[src/rtl/instruction_fetch_unit_pkg.sv]
// Shared definitions for the instruction fetch unit: FSM encoding, reset PC default,
// the nop word and the J-type target helper.
package instruction_fetch_unit_pkg;

  typedef logic [1:0] fetch_state_t;

  localparam fetch_state_t StIdle  = 2'd0;
  localparam fetch_state_t StFetch = 2'd1;
  localparam fetch_state_t StValid = 2'd2;
  localparam fetch_state_t StHalt  = 2'd3;

  localparam logic [31:0] DefaultResetPc = 32'h0000_0000;
  localparam logic [31:0] Nop            = 32'h0000_0000;

  // J-type target keeps the top nibble of the sequential PC.
  function automatic logic [31:0] jump_addr(input logic [31:0] pc_plus4,
                                            input logic [25:0] target);
    return {pc_plus4[31:28], target, 2'b00};
  endfunction

endpackage

[src/rtl/next_pc_logic.sv]
// Combinational next-PC selection: jr, then j, then taken branch, then fall-through.
// Also flags a jr whose target is not word aligned.
module next_pc_logic
  import instruction_fetch_unit_pkg::*;
(
  input  logic [31:0] pc_plus4_i,
  input  logic        branch_i,
  input  logic        zero_i,
  input  logic        jump_i,
  input  logic        jump_reg_i,
  input  logic [31:0] branch_offset_i,
  input  logic [25:0] jump_target_i,
  input  logic [31:0] reg_target_i,
  output logic [31:0] next_pc_o,
  output logic        misaligned_o
);

  always_comb begin
    next_pc_o = pc_plus4_i;
    if (jump_reg_i) begin
      next_pc_o = reg_target_i;
    end else if (jump_i) begin
      next_pc_o = jump_addr(pc_plus4_i, jump_target_i);
    end else if (branch_i && zero_i) begin
      // Wraps modulo 2^32; the offset's top two bits fall off the shift.
      next_pc_o = pc_plus4_i + (branch_offset_i << 2);
    end
  end

  assign misaligned_o = jump_reg_i & (|reg_target_i[1:0]);

endmodule

[src/rtl/instruction_fetch_unit.sv]
// Single-outstanding instruction fetch: request, capture, hold until the execute stage
// advances, then redirect. A misaligned jr parks the unit in HALT until reset.
module instruction_fetch_unit
  import instruction_fetch_unit_pkg::*;
#(
  parameter logic [31:0] RESET_PC = DefaultResetPc
) (
  input  logic        clk,
  input  logic        rst_n,
  input  logic        Branch,
  input  logic        Zero,
  input  logic        Jump,
  input  logic        JumpReg,
  input  logic [31:0] BranchOffset,
  input  logic [25:0] JumpTarget,
  input  logic [31:0] RegTarget,
  input  logic        Advance,
  output logic        ImemReq,
  output logic [31:0] ImemAddr,
  input  logic        ImemAck,
  input  logic [31:0] ImemRdata,
  output logic [31:0] Instruction,
  output logic [5:0]  Opcode,
  output logic [31:0] PC,
  output logic [31:0] PCPlus4,
  output logic        InstrValid,
  output logic        AddrError
);

  fetch_state_t state_q, state_d;
  logic [31:0]  pc_q, pc_d;
  logic [31:0]  instr_q, instr_d;
  logic         addr_err_q, addr_err_d;
  logic [31:0]  pc_plus4;
  logic [31:0]  next_pc;
  logic         misaligned;

  assign pc_plus4 = pc_q + 32'd4;

  next_pc_logic u_next_pc_logic (
    .pc_plus4_i      (pc_plus4),
    .branch_i        (Branch),
    .zero_i          (Zero),
    .jump_i          (Jump),
    .jump_reg_i      (JumpReg),
    .branch_offset_i (BranchOffset),
    .jump_target_i   (JumpTarget),
    .reg_target_i    (RegTarget),
    .next_pc_o       (next_pc),
    .misaligned_o    (misaligned)
  );

  always_comb begin
    state_d    = state_q;
    pc_d       = pc_q;
    instr_d    = instr_q;
    addr_err_d = addr_err_q;
    unique case (state_q)
      StIdle: begin
        state_d = StFetch;
      end
      StFetch: begin
        if (ImemAck) begin
          instr_d = ImemRdata;
          state_d = StValid;
        end
      end
      StValid: begin
        // Redirect inputs only matter on the consuming edge.
        if (Advance) begin
          if (misaligned) begin
            addr_err_d = 1'b1;
            state_d    = StHalt;
          end else begin
            pc_d    = next_pc;
            state_d = StFetch;
          end
        end
      end
      StHalt: begin
        state_d = StHalt;
      end
    endcase
  end

  always_ff @(posedge clk or negedge rst_n) begin
    if (!rst_n) begin
      state_q    <= StIdle;
      pc_q       <= RESET_PC;
      instr_q    <= Nop;
      addr_err_q <= 1'b0;
    end else begin
      state_q    <= state_d;
      pc_q       <= pc_d;
      instr_q    <= instr_d;
      addr_err_q <= addr_err_d;
    end
  end

  assign ImemReq     = (state_q == StFetch);
  assign ImemAddr    = pc_q;
  assign InstrValid  = (state_q == StValid);
  assign Instruction = instr_q;
  assign Opcode      = instr_q[31:26];
  assign PC          = pc_q;
  assign PCPlus4     = pc_plus4;
  assign AddrError   = addr_err_q;

endmodule

[config.mk]
export PLATFORM = sky130hd
export DESIGN_NAME = instruction_fetch_unit
export DESIGN_NICKNAME = d
export VERILOG_FILES = /design/src/rtl/instruction_fetch_unit_pkg.sv /design/src/rtl/next_pc_logic.sv /design/src/rtl/instruction_fetch_unit.sv
export SDC_FILE = /design/constraint.sdc
export NUM_CORES = 1
export LEC_CHECK = 0
export ABC_AREA = 1
export CAP_MARGIN = 5
export CELL_PAD_IN_SITES_DETAIL_PLACEMENT = 1
export CELL_PAD_IN_SITES_GLOBAL_PLACEMENT = 2
export CORE_MARGIN = 2
export CORE_UTILIZATION = 23
export DETAILED_ROUTE_END_ITERATION = 7
export PLACE_DENSITY = 0.94
export SYNTH_ARGS = -nofsm -noshare
export SYNTH_HDL_FRONTEND = slang
export SYNTH_SLANG_ARGS = --single-unit
[constraint.sdc]
create_clock -name clk -period 3.3 [get_ports clk]
set_input_delay 0.495 -clock clk [delete_from_list [all_inputs] [get_ports clk]]
set_output_delay 0.495 -clock clk [all_outputs]
set_load 0.05 [all_outputs]
# == Yosys cells after proc, flatten, opt, wreduce, memory -nomap -nowiden ==
# Index checks and enable logic that the tools add are counted.
# word_totals
ff_bits,67
word_cells,27
inputBits,130
# op_classes
n_reduce_logical,7
mux,7
n_bitwise,2
eq_ne,5
addsub,2
# ops
operator,count
two-way mux 32 bit,3
adder 32 x 3 -> 32 bit (second input constant),1
adder 32 bit,1
one-hot mux 2 bit (4 select lines),1
two-way mux 2 bit,3
AND reduction 3 bit,2
equality test 2 bit (second input constant),2
AND reduction 2 bit,2
equality test 2 x 1 -> 1 bit (second input constant),1
zero test 2 bit,1
inequality test 2 x 1 -> 1 bit (second input constant),1
inequality test 2 bit (second input constant),1
OR reduction 2 bit,1
bitwise AND 1 bit,1
logical AND 1 bit,1
NOT 1 bit,1

# == Longest topological paths before layout ==
# Gate-level depths: netlist of run 1.
# depth
depth_word,5
mapped_depth,25
depth_no_buf,25

# == Hierarchy ==
# From an unflattened synthesis of run 1, not the netlist that was laid out.
# unflattened
hier_cells,1090
hier_area_um2,6695.2
# modules_own_cells
mod,cells_each,instances,area_per_inst_um2,seq_area_each_um2
instruction_fetch_unit,497,1,3764.9,1676.6
next_pc_logic,593,1,2930.3,0.0

# == Worst setup path after synthesis of run 1 ==
# Ideal clock, no wire load.
# synth_timing
path_kind,register to register
from,register pc_q[2] (netlist: ImemAddr[2])
to,register pc_q[23] (netlist: ImemAddr[23])
period_less_slack_ns,3.668
path_stages_with_launch,20
required_time_ns,3.173
path_buffers,0
arrival_time_ns,3.541
path_slack_ns,-0.368
cell_sequence,dfrtp_1 -> ha_1 -> inv_1 -> nor2_2 -> nand2_2 -> nor2_2 -> xor2_1 -> ha_1 -> nand2_1 -> inv_1 -> nand2_1 -> nand2_1 -> a21oi_1 -> nand3_1 -> nand2_1 -> nand3_1 -> nand2_1 -> nand2_1 -> nand2_1 -> o21ai_0
# synth_via
elab_chain_cells,5
# synth_lines
element,line_no,text
from (decl),instruction_fetch_unit.sv:31,"logic [31:0] pc_q, pc_d;"
from (signal assigned),instruction_fetch_unit.sv:94,pc_q <= pc_d;
adder 32 x 3 -> 32 bit,instruction_fetch_unit.sv:38,assign pc_plus4 = pc_q + 32'd4;
net PCPlus4[18],instruction_fetch_unit.sv:25,"output logic [31:0] PCPlus4,"
adder 32 bit,next_pc_logic.sv:26,next_pc_o = pc_plus4_i + (branch_offset_i << 2);
two-way mux 32 bit,next_pc_logic.sv:24,end else if (branch_i && zero_i) begin
two-way mux 32 bit,next_pc_logic.sv:22,end else if (jump_i) begin
two-way mux 32 bit,next_pc_logic.sv:20,if (jump_reg_i) begin
# The timed path passes the listed nets, and every way through them passes these cells.
# A chain may end at the register's enable or synchronous reset.

# == Worst setup path after layout of run 1 ==
# layout_timing
from,register pc_q[2] (netlist: ImemAddr[2])
to,output PCPlus4[15]
# layout_via
elab_chain_cells,1
# layout_lines
element,line_no
adder 32 x 3 -> 32 bit,instruction_fetch_unit.sv:38
to (decl),instruction_fetch_unit.sv:25
# Every way passes these cells.

==> results of run 1 <==
[synthesized netlist by cell type (5+ instances only)]
master	number	share of area, %
buf_2	7	0.50
xor2_1	17	2.1
clkbuf_1	10	0.54
a21oi_1	45	3.2
nand2_2	9	0.81
o21bai_1	6	0.65
nand3_1	65	4.7
o211ai_1	5	0.54
nor3_1	8	0.58
nand2_1	390	21
inv_1	171	9.2
nor2_1	133	7.2
buf_4	40	4.3
o21ai_0	21	1.5
nand4_1	11	0.99
nor2_2	7	0.63
dfrtp_1	67	24
ha_1	36	6.5
mux2_2	32	5.2
[worst register-to-register path, stage by stage, from the launching register on]
cell and delay (ns):
dfrtp_2 0.42, nand2_2 0.13, nor2_2 0.17, nand2_1 0.13, nor2_1 0.15, xor2_1 0.18
buf_4 0.16, inv_1 0.06, ha_2 0.39, nand2_1 0.14, nor2_1 0.15, and2_1 0.18
nand3_1 0.16, nand4_1 0.14, nand3_1 0.17, nand2_1 0.10, nand2_1 0.05, nand2_1 0.06
nand2_1 0.05
[power by group through the flow]
stage          combinational [W]  clock [W]  sequential [W]
2_1_floorplan            0.00446          0         0.00292
3_3_place_gp             0.00868          0         0.00162
3_5_place_dp             0.00880          0         0.00165
4_1_cts                  0.00884   0.000961         0.00164
5_1_grt                  0.00965   0.000997         0.00170
6_report                 0.00903   0.000937         0.00163
[what timing repair did]
item	CTS	global route
setup endpoints to repair	1	27
pin swaps	0	2
gates cloned	0	0
buffers inserted	0	3
endpoints found under the hold margin	0	0
gates resized for setup	1	53
[sequential cells by signal, summed over array words and instances, names as in the netlist]
register	cells
state_q	2
Instruction	32
AddrError	1
ImemAddr	32
[logic make-up after synthesis]
logic type	Yosys count
AO/OA/AOI/OAI	96
AND/OR/NAND/NOR	642
adder cells (fa/ha/maj)	37
XOR/XNOR	19
flip-flops	67
buffers and inverters	232
multiplexers	32
[stage by stage]
stage	util [%]	instances	cell area (um^2)
after floorplan	-	1125	6980
after global placement	34.1	1777	10100
after detailed placement	34.1	1777	10100
after CTS	35.1	1793	10400
after global routing	35.8	1796	10600
final	35.8	1796	10600
[layout make-up]
class / instances / area share, %
Tap cell: 390 / 4.59
Inverter: 173 / 6.11
Sequential cell: 67 / 15.9
Timing Repair Buffer: 324 / 29.0
Clock inverter: 1 / 0.0471
Clock buffer: 15 / 2.71
Multi-Input combinational cell: 826 / 41.7
[worst paths after layout]
check                           cells after the start  slack, ns                    endpoint
worst max-delay path                                8       0.12                 PCPlus4[15]
worst min-delay path                                1       0.13  Instruction[6]$_DFFE_PN0P_
worst max register to register                     18       0.19    ImemAddr[24]$_DFFE_PN0P_
worst min register to register                      1       0.49       AddrError$_DFFE_PN0P_
max in group asynchronous                           2       2.34     ImemAddr[4]$_DFFE_PN0P_
min in group clk                                    1       0.49       AddrError$_DFFE_PN0P_
[per-layer routing]
layer | share of wire (%) | vias up
met5 | 0 | -
met4 | 1.7 | 0
met3 | 6.6 | 22
met2 | 50 | 240
met1 | 42 | 3822
li1 | - | 4002
==> impl_metrics.ini, run 1 <==
[timing]
fin_ws_ns = 0.124
finalSetupViolCount = 0
finClkSkew_ns = 0.00344
final_hold_viol_count = 0
slew_headroom_pct = 58.2
slew_viol_final = 0
whs_ns = 0.130
timing.final.crit_share_pct = 96.3
fmax_mhz = 315
worst_pin_slew_ns = 0.626
period_needed_ns = 3.18
fin_tns_setup_ns = 0

[placed_design]
dpl_worst_slack_ns = 0.0666
routabilityCongestion = 0.875
dp_hpwl_um = 27000
port-buffer-count = 264

[logic_synthesis]
synth_async_sr_flop_share_pct = 100
synth_compound_area_share_pct = 7.89
synth_xor_area_share_pct = 2.40
synth-edff-count = 0
yosysSeqAreaShare_pct = 24.1
syn_area_um2 = 6950
synth_adder_area_share_pct = 6.77
synth_seq_cells = 67
syn_inst = 1125
synth_simple_gate_area_share_pct = 38.5
synth_top_family_by_area = simple AND/OR/NAND/NOR gates
synth.area.mux_share_pct = 5.19
synth_fp_nets = 1292
syn_avg_cell_area_um2 = 6.17
ys_warn_count = 0
ys_types = 42
synth_ff_type = dfrtp_1

[worst_setup_path]
crit_path_start = ImemAddr[2]$_DFFE_PN0P_
worst-path-buf-inv = 3
worstSetupPathType = flop to output pin
cp.required_ns = 2.80
critPathMaxStageDelay_ns = 0.82
critPathSlowestCell = clkdlybuf4s50_1
reg2reg_from = ImemAddr[4]$_DFFE_PN0P_
arrival_ns = 2.68
crit_family = buffers and inverters
crit_fanout = 6
cp-end-kind = output pin
startpoint_type = flop
cpMostUsedCell = buf_4
crit_chain = nand2_1 -> buf_4 -> nor2_4 -> nand2_4 -> nor2_8 -> xor2_2 -> buf_4 -> clkdlybuf4s50_1

[clocking]
cts-root-buf = clkbuf_16
clock-sinks = 67
cts_buffers = 9
cts_tree = built
path_clk_slew_ns = 0.06
clkLatencyLatePin_ns = 0.32
htreeDepth = 3
holdBufCountCts = 0
cts_buffer_depth = 2

[run_status]
status = completed

[final_layout]
n_antenna_cell = 0
final_common_cell = nand2_1
drive_gt1_share_pct = 13.9
nNetsFinal = 1568
fillCellCount = 3742
multi_input_area_um2 = 4430
final_cell_mix = 384 x nand2_1, 255 x clkdlybuf4s50_1, 171 x inv_1
area_growth_pct = 53.0
ff_latch_area_um2 = 1690

[route]
drtIter0Drc = 294
first_pass_iters = 4
wirelength_um = 31300
vias = 8086
wire_per_inst_um = 17.4
vias_per_cell = 4.50
final_antenna_net_count = 0
post-route-drc-count = 0

[global_routing]
grt_pass1_vias = 8592
grt_max_degree = 46
grtUsageMet1_pct = 23.3
met2_usage_pct = 35.4
grt_usage_pct = 19.5
met3_usage_pct = 4.20
grt_overflow = 0
antenna_found_initial = 0
busiest_layer = met2
grt_pass1_wl_um = 46800

[pwr]
p_int_w = 0.00480
p_sw_w = 0.00679
ir_drop_uv = 799
leakage_nw = 5.24
seqPwrFrac_pct = 14.0
finalPower_w = 0.0116
p_clk_share_pct = 8.1
p_per_area_nw_per_um2 = 1090
power_frac_comb_pct = 77.9
p_sw_share_pct = 58.6

[floorplan]
pin_count = 267
die_w_um = 178
fp.dieH_um = 178
rows = 63
coreArea_um2 = 29700
initial_core_util_pct = 23.4
dieArea_um2 = 31600

[job]
max_cap_viol_count = 0

[min_path]
hp-class = input pin to asynchronous set/reset pin
Power figures use the tool's default switching activity.
==> run 2: changes to the inputs <==
--- a/config.mk
+++ b/config.mk
@@ -10,9 +10,11 @@
 export CELL_PAD_IN_SITES_DETAIL_PLACEMENT = 1
 export CELL_PAD_IN_SITES_GLOBAL_PLACEMENT = 2
 export CORE_MARGIN = 2
-export CORE_UTILIZATION = 23
+export CORE_UTILIZATION = 22
 export DETAILED_ROUTE_END_ITERATION = 7
-export PLACE_DENSITY = 0.94
+export GPL_TIMING_DRIVEN = 0
+export PLACE_DENSITY = 0.92
 export SYNTH_ARGS = -nofsm -noshare
 export SYNTH_HDL_FRONTEND = slang
+export SYNTH_HIERARCHICAL = 1
 export SYNTH_SLANG_ARGS = --single-unit
==> run 2 against run 1 <==
  * Utilization increased by 1.9 points
  * Via count increased by 1.9%
  * Worst setup slack got worse by 0.0023 ns
  * Cell area increased by 5.5%
  * Power increased by 1.6%
  * Non-clock buffer count increased by 57
  * Global-route usage increased by 0.59 points
  * Flip-flop and latch count unchanged
  * Cell count increased by 0.28%
  * Clock power increased by 4.9%
  * Synthesized cell count decreased by 3.1%
  * Largest cell class unchanged
==> impl_metrics.ini, run 2 <==
[final_layout]
fillCellCount = 3769
drive_gt1_share_pct = 19.7
nNetsFinal = 1567
area_growth_pct = 67.5
multi_input_area_um2 = 4940
n_antenna_cell = 0
final_area_um2 = 11200
final_cell_mix = 326 x nand2_1, 256 x clkdlybuf4s50_1, 139 x nor2_1
ff_latch_area_um2 = 1700
final_common_cell = nand2_1

[floorplan]
dieArea_um2 = 31800
rows = 63
initial_core_util_pct = 22.5
pin_count = 267
die_w_um = 178
coreArea_um2 = 29800
fp.dieH_um = 178

[pwr]
finalPower_w = 0.0118
ir_drop_uv = 621
p_per_area_nw_per_um2 = 1050
leakage_nw = 5.12

[clocking]
cts_tree = built
cts_buffers = 9
path_clk_slew_ns = 0.07
clkLatencyLatePin_ns = 0.33
htreeDepth = 3
cts_buffer_depth = 2
cts-root-buf = clkbuf_16
clock-sinks = 67

[placed_design]
routabilityCongestion = 0.889
port-buffer-count = 262
place_area_um2 = 10200
dp_hpwl_um = 27300

[logic_synthesis]
syn_avg_cell_area_um2 = 6.14
synth_async_sr_flop_share_pct = 100
ys_warn_count = 6
synth-edff-count = 0
synth_area_leaders = dfrtp_1 25%, nand2_1 20%, nor2_1 8.4%
synth_seq_cells = 67
syn_inst = 1090
ys_top_cells_by_count = 351 x nand2_1, 150 x nor2_1, 98 x nand3_1, 85 x inv_1, 83 x a21oi_1
post-synth-top-area-fraction_pct = 25.0
synth_ff_type = dfrtp_1
syn_area_um2 = 6700
synthMostInstantiatedCell = nand2_1
synth_fp_nets = 1251
synth_largest_area_cell = dfrtp_1
ys_types = 37
yosysSeqAreaShare_pct = 25.0

[timing]
finalSetupViolCount = 0
worst_pin_slew_ns = 0.695
finClkSkew_ns = 0.0164
slew_viol_final = 0
timing.final.crit_share_pct = 96.3
grt_setup_unrepaired = yes
slew_headroom_pct = 53.7
period_needed_ns = 3.18
final_hold_viol_count = 0
fmax_mhz = 315

[worst_setup_path]
cp-end-kind = output pin
crit_fanout = 4
ff2ff_setup_slack_ns = 0.14
r2r-end = ImemAddr[19]$_DFFE_PN0P_
cp.required_ns = 2.80
arrival_ns = 2.68
worstSetupPathType = flop to output pin
ff2ff_path_depth = 21
reg2reg_from = ImemAddr[2]$_DFFE_PN0P_
startpoint_type = flop

[route]
first_pass_iters = 4
vias_per_cell = 4.58
vias = 8241
drtIter0Drc = 337
wire_per_inst_um = 18.0
final_antenna_net_count = 0
wirelength_um = 32500
post-route-drc-count = 0

[min_path]
hp-class = input pin to asynchronous set/reset pin

[global_routing]
grt_max_degree = 68
antenna_found_initial = 0
grt_pass1_vias = 8637
grt_usage_pct = 20.1
grt_overflow = 0
grt_pass1_wl_um = 48400

[job]
max_cap_viol_count = 0

[run_status]
status = completed
## run 2: power breakdown
part / switching [W] / leakage, nW / internal (W)
logic: 0.00584 / 4.18 / 0.00323
clock network: 0.000358 / 0.145 / 0.000625
registers: 0.000507 / 0.794 / 0.00122
total: 0.00670 / 5.12 / 0.00508
## run 2: worst max-delay path: stages, from the launching register on
cell and delay (ns):
dfrtp_2 0.42, clkinvlp_4 0.15, nor2_4 0.21, nand2_4 0.13, nor2_4 0.23, buf_4 0.14
nand3_1 0.08, nand2_2 0.14, clkdlybuf4s50_1 0.83
## run 2: layout make-up
cell class / count / share of cell area, %
Sequential cell: 67 / 15.2
Inverter: 89 / 3.01
Buffer: 76 / 4.07
Tap cell: 390 / 4.35
Clock inverter: 4 / 0.446
Clock buffer: 12 / 2.29
Multi-Input combinational cell: 858 / 44.1
Timing Repair Buffer: 305 / 26.6
## run 2: metrics by stage
| step | hold slack, ns | TNS, ns | cells | worst slack (ns) | util (%) |
|---|---|---|---|---|---|
| 6_report | 0.176 | 0 | 1801 | 0.121 | 37.6 |
| 5_1_grt | 0.189 | -0.325 | 1801 | -0.0941 | 37.6 |
| 4_1_cts | 0.181 | 0 | 1770 | 0.00469 | 36.0 |
| 3_5_place_dp | 0.462 | -2.61 | 1743 | -0.303 | 34.2 |
| 3_3_place_gp | 0.453 | -52.75 | 1742 | -0.982 | 34.1 |
| 2_1_floorplan | 0.199 | -0.0434 | 1090 | -0.0434 | - |
## run 2: per-layer routing
metal | track usage (%) | vias up | share of wire, %
li1 | - | 4079 | -
met1 | 24.0 | 3903 | 41
met2 | 36.3 | 227 | 50
met3 | 4.43 | 32 | 7.0
met4 | 5.18 | 0 | 2.2
met5 | 0 | - | 0
## run 2: how the worst max path moves through the flow
stage / from / end / cells past startpoint
finish: ImemAddr[2]$_DFFE_PN0P_ / PCPlus4[29] / 8
global route: ImemAddr[2]$_DFFE_PN0P_ / ImemAddr[31]$_DFFE_PN0P_ / 23
CTS: ImemAddr[18]$_DFFE_PN0P_ / ImemAddr[29]$_DFFE_PN0P_ / 19
detailed placement: ImemAddr[2]$_DFFE_PN0P_ / ImemAddr[29]$_DFFE_PN0P_ / 20
global placement: rst_n / ImemAddr[12]$_DFFE_PN0P_ / 1
floorplan: ImemAddr[2]$_DFFE_PN0P_ / ImemAddr[30]$_DFFE_PN0P_ / 16
## run 2: logic make-up after synthesis
group	share of synthesized area [%]
AND/OR/NAND/NOR	43.0
buffers and inverters	11.8
AO/OA/AOI/OAI	10.8
flip-flops	25.0
adder cells (fa/ha/maj)	5.91
XOR/XNOR	3.38
## run 2: what timing repair did
action | CTS | global route
pin swaps | 7 | 23
hold buffers | 0 | 0
gates resized for setup | 35 | 67
endpoints found under the setup margin | 22 | 25
buffers inserted | 11 | 31
==> run 3: changes to the inputs <==
--- a/config.mk
+++ b/config.mk
@@ -18,3 +18,4 @@
 export SYNTH_HDL_FRONTEND = slang
 export SYNTH_HIERARCHICAL = 1
 export SYNTH_SLANG_ARGS = --single-unit
+export TNS_END_PERCENT = 1
==> run 3 against run 2 <==
  * Cell area unchanged
  * Register-to-register slack got worse by 0.05 ns
  * Critical endpoint is now PCPlus4[11]
  * Count of clock-buffer cells in the layout decreased by 1
  * Largest cell class unchanged
  * Clock power increased by 4%
  * Die area unchanged
  * Power increased by 0.92%
  * Via count increased by 0.42%
==> impl_metrics.ini, run 3 (synthesis results as in run 2) <==
[run_status]
status = completed

[pwr]
p_sw_w = 0.00678
power_frac_comb_pct = 77.0
ir_drop_uv = 573
p_clk_share_pct = 8.5
seqPwrFrac_pct = 14.4
leakage_nw = 5.08
p_sw_share_pct = 57.1
p_per_area_nw_per_um2 = 1060
p_int_w = 0.00510

[route]
first_pass_iters = 5
vias_per_cell = 4.60
drtIter0Drc = 290
vias = 8276
post-route-drc-count = 0
wire_per_inst_um = 18.5
wirelength_um = 33200
final_antenna_net_count = 0

[timing]
grt_setup_unrepaired = yes
slew_headroom_pct = 49.6
final_hold_viol_count = 0
worst_pin_slew_ns = 0.756
period_needed_ns = 3.27
slew_viol_final = 0
fmax_mhz = 306
finalSetupViolCount = 0
timing.final.crit_share_pct = 98.9
finClkSkew_ns = 0.0162

[clocking]
path_clk_slew_ns = 0.07
cts_buffer_depth = 2
clkLatencyLatePin_ns = 0.34
clock-sinks = 67
cts_tree = built
cts_buffers = 9
cts-root-buf = clkbuf_16
htreeDepth = 3

[worst_setup_path]
cp.required_ns = 2.80
crit_family = buffers and inverters
crit_path_start = ImemAddr[2]$_DFFE_PN0P_
critPathSlowestCell = clkdlybuf4s50_1
worstSetupPathType = flop to output pin
crit_fanout = 4
reg2reg_from = ImemAddr[2]$_DFFE_PN0P_
cpMostUsedCell = nor2_4
crit_chain = clkinvlp_4 -> nor2_4 -> nand2_4 -> nor2_4 -> buf_4 -> xor2_4 -> clkdlybuf4s50_1
critPathMaxStageDelay_ns = 0.86
worst-path-buf-inv = 3
startpoint_type = flop
arrival_ns = 2.77
cp-end-kind = output pin

[job]
max_cap_viol_count = 0

[floorplan]
die_w_um = 178
coreArea_um2 = 29800
rows = 63
pin_count = 267
initial_core_util_pct = 22.5
dieArea_um2 = 31800
fp.dieH_um = 178

[global_routing]
grt_overflow = 0
grt_max_degree = 68
grt_pass1_vias = 8724
grt_usage_pct = 20.5
grt_pass1_wl_um = 49200
antenna_found_initial = 2

[final_layout]
drive_gt1_share_pct = 20.0
final_cell_mix = 323 x nand2_1, 257 x clkdlybuf4s50_1, 140 x nor2_1
final_common_cell = nand2_1
stdcell_count = 1801
post-route-util_pct = 37.6
area_growth_pct = 67.5
nNetsFinal = 1565

[placed_design]
routabilityCongestion = 0.874
placed_cells_incl_taps = 1743
port-buffer-count = 262
dp_hpwl_um = 27500

[min_path]
hp-class = input pin to asynchronous set/reset pin
-- run 3: cell count changes in the layout (fill, tap and decap cells not counted), moves of 3 or more --
cell / change
a21oi_2: +7
a21oi_1: -6
ha_2: -3
nand2_1: -3
nand2_2: +3
o21ai_1: +3
o21ai_2: -3
-- run 3: timing repair --
item,CTS,global route
buffers inserted,2,38
hold buffers,0,0
resized for setup,30,88
pin swaps,3,31
endpoints found under the setup margin,30,26
-- run 3: path summary, 6_finish.rpt --
path	endpoint	slack, ns	cells past startpoint
min in group clk	Instruction[13]$_DFFE_PN0P_	0.47	2
max reg2reg	ImemAddr[15]$_DFFE_PN0P_	0.09	17
min reg2reg	Instruction[13]$_DFFE_PN0P_	0.47	2
max in group asynchronous	ImemAddr[21]$_DFFE_PN0P_	2.81	2
max	PCPlus4[11]	0.03	7
min	Instruction[30]$_DFFE_PN0P_	0.16	2
-- run 3: final cells by class --
type | instances | area [um^2]
Fill cell | 3749 | 18600
Multi-Input combinational cell | 858 | 4960
Timing Repair Buffer | 303 | 2950
Sequential cell | 67 | 1700
Tap cell | 390 | 488
Buffer | 76 | 457
Inverter | 89 | 338
Clock buffer | 11 | 253
Clock inverter | 5 | 61.3
Antenna cell | 2 | 5.00
-- run 3: layer usage --
metal	track usage, %	wire length [um]	up-vias
met4	6.23	723	0
met3	5.29	2370	36
met5	0	0	-
li1	-	-	4067
met2	35.8	16500	250
met1	24.5	13600	3923
-- run 3: power groups by stage --
stage | registers, W | clock network [W] | logic, W
final | 0.00171 | 0.00102 | 0.00916
after global routing | 0.00178 | 0.00107 | 0.00976
after CTS | 0.00186 | 0.00103 | 0.00841
after detailed placement | 0.00185 | 0 | 0.00831
after global placement | 0.00184 | 0 | 0.00821
after floorplan | 0.00293 | 0 | 0.00433
-- run 3: worst register-to-register path, cell delays in order (launching register included) --
cell        delay (ns)
dfrtp_2           0.45
clkinvlp_4        0.16
nor2_4            0.21
nand2_4           0.15
nor2_4            0.18
buf_4             0.16
xor2_4            0.26
ha_4              0.27
nand2_2           0.13
nor2_4            0.06
and2_1            0.15
nand2_1           0.07
nand2_2           0.10
xor2_1            0.29
o21ai_1           0.17
a21oi_1           0.17
nand3_1           0.09
nand2_1           0.07
-- run 3: through the flow --
stage	TNS [ns]	cell area, um^2	power (W)	hold slack (ns)	setup slack, ns
final	0	11200	0.0119	0.161	0.0347
after global routing	-1.02	11200	0.0126	0.185	-0.128
after CTS	-0.206	10600	0.0113	0.172	-0.0828
after detailed placement	-3.21	10100	0.0102	0.464	-0.282
after global placement	-52.78	10100	0.0100	0.453	-0.976
after floorplan	-0.149	7000	0.00726	0.199	-0.0476
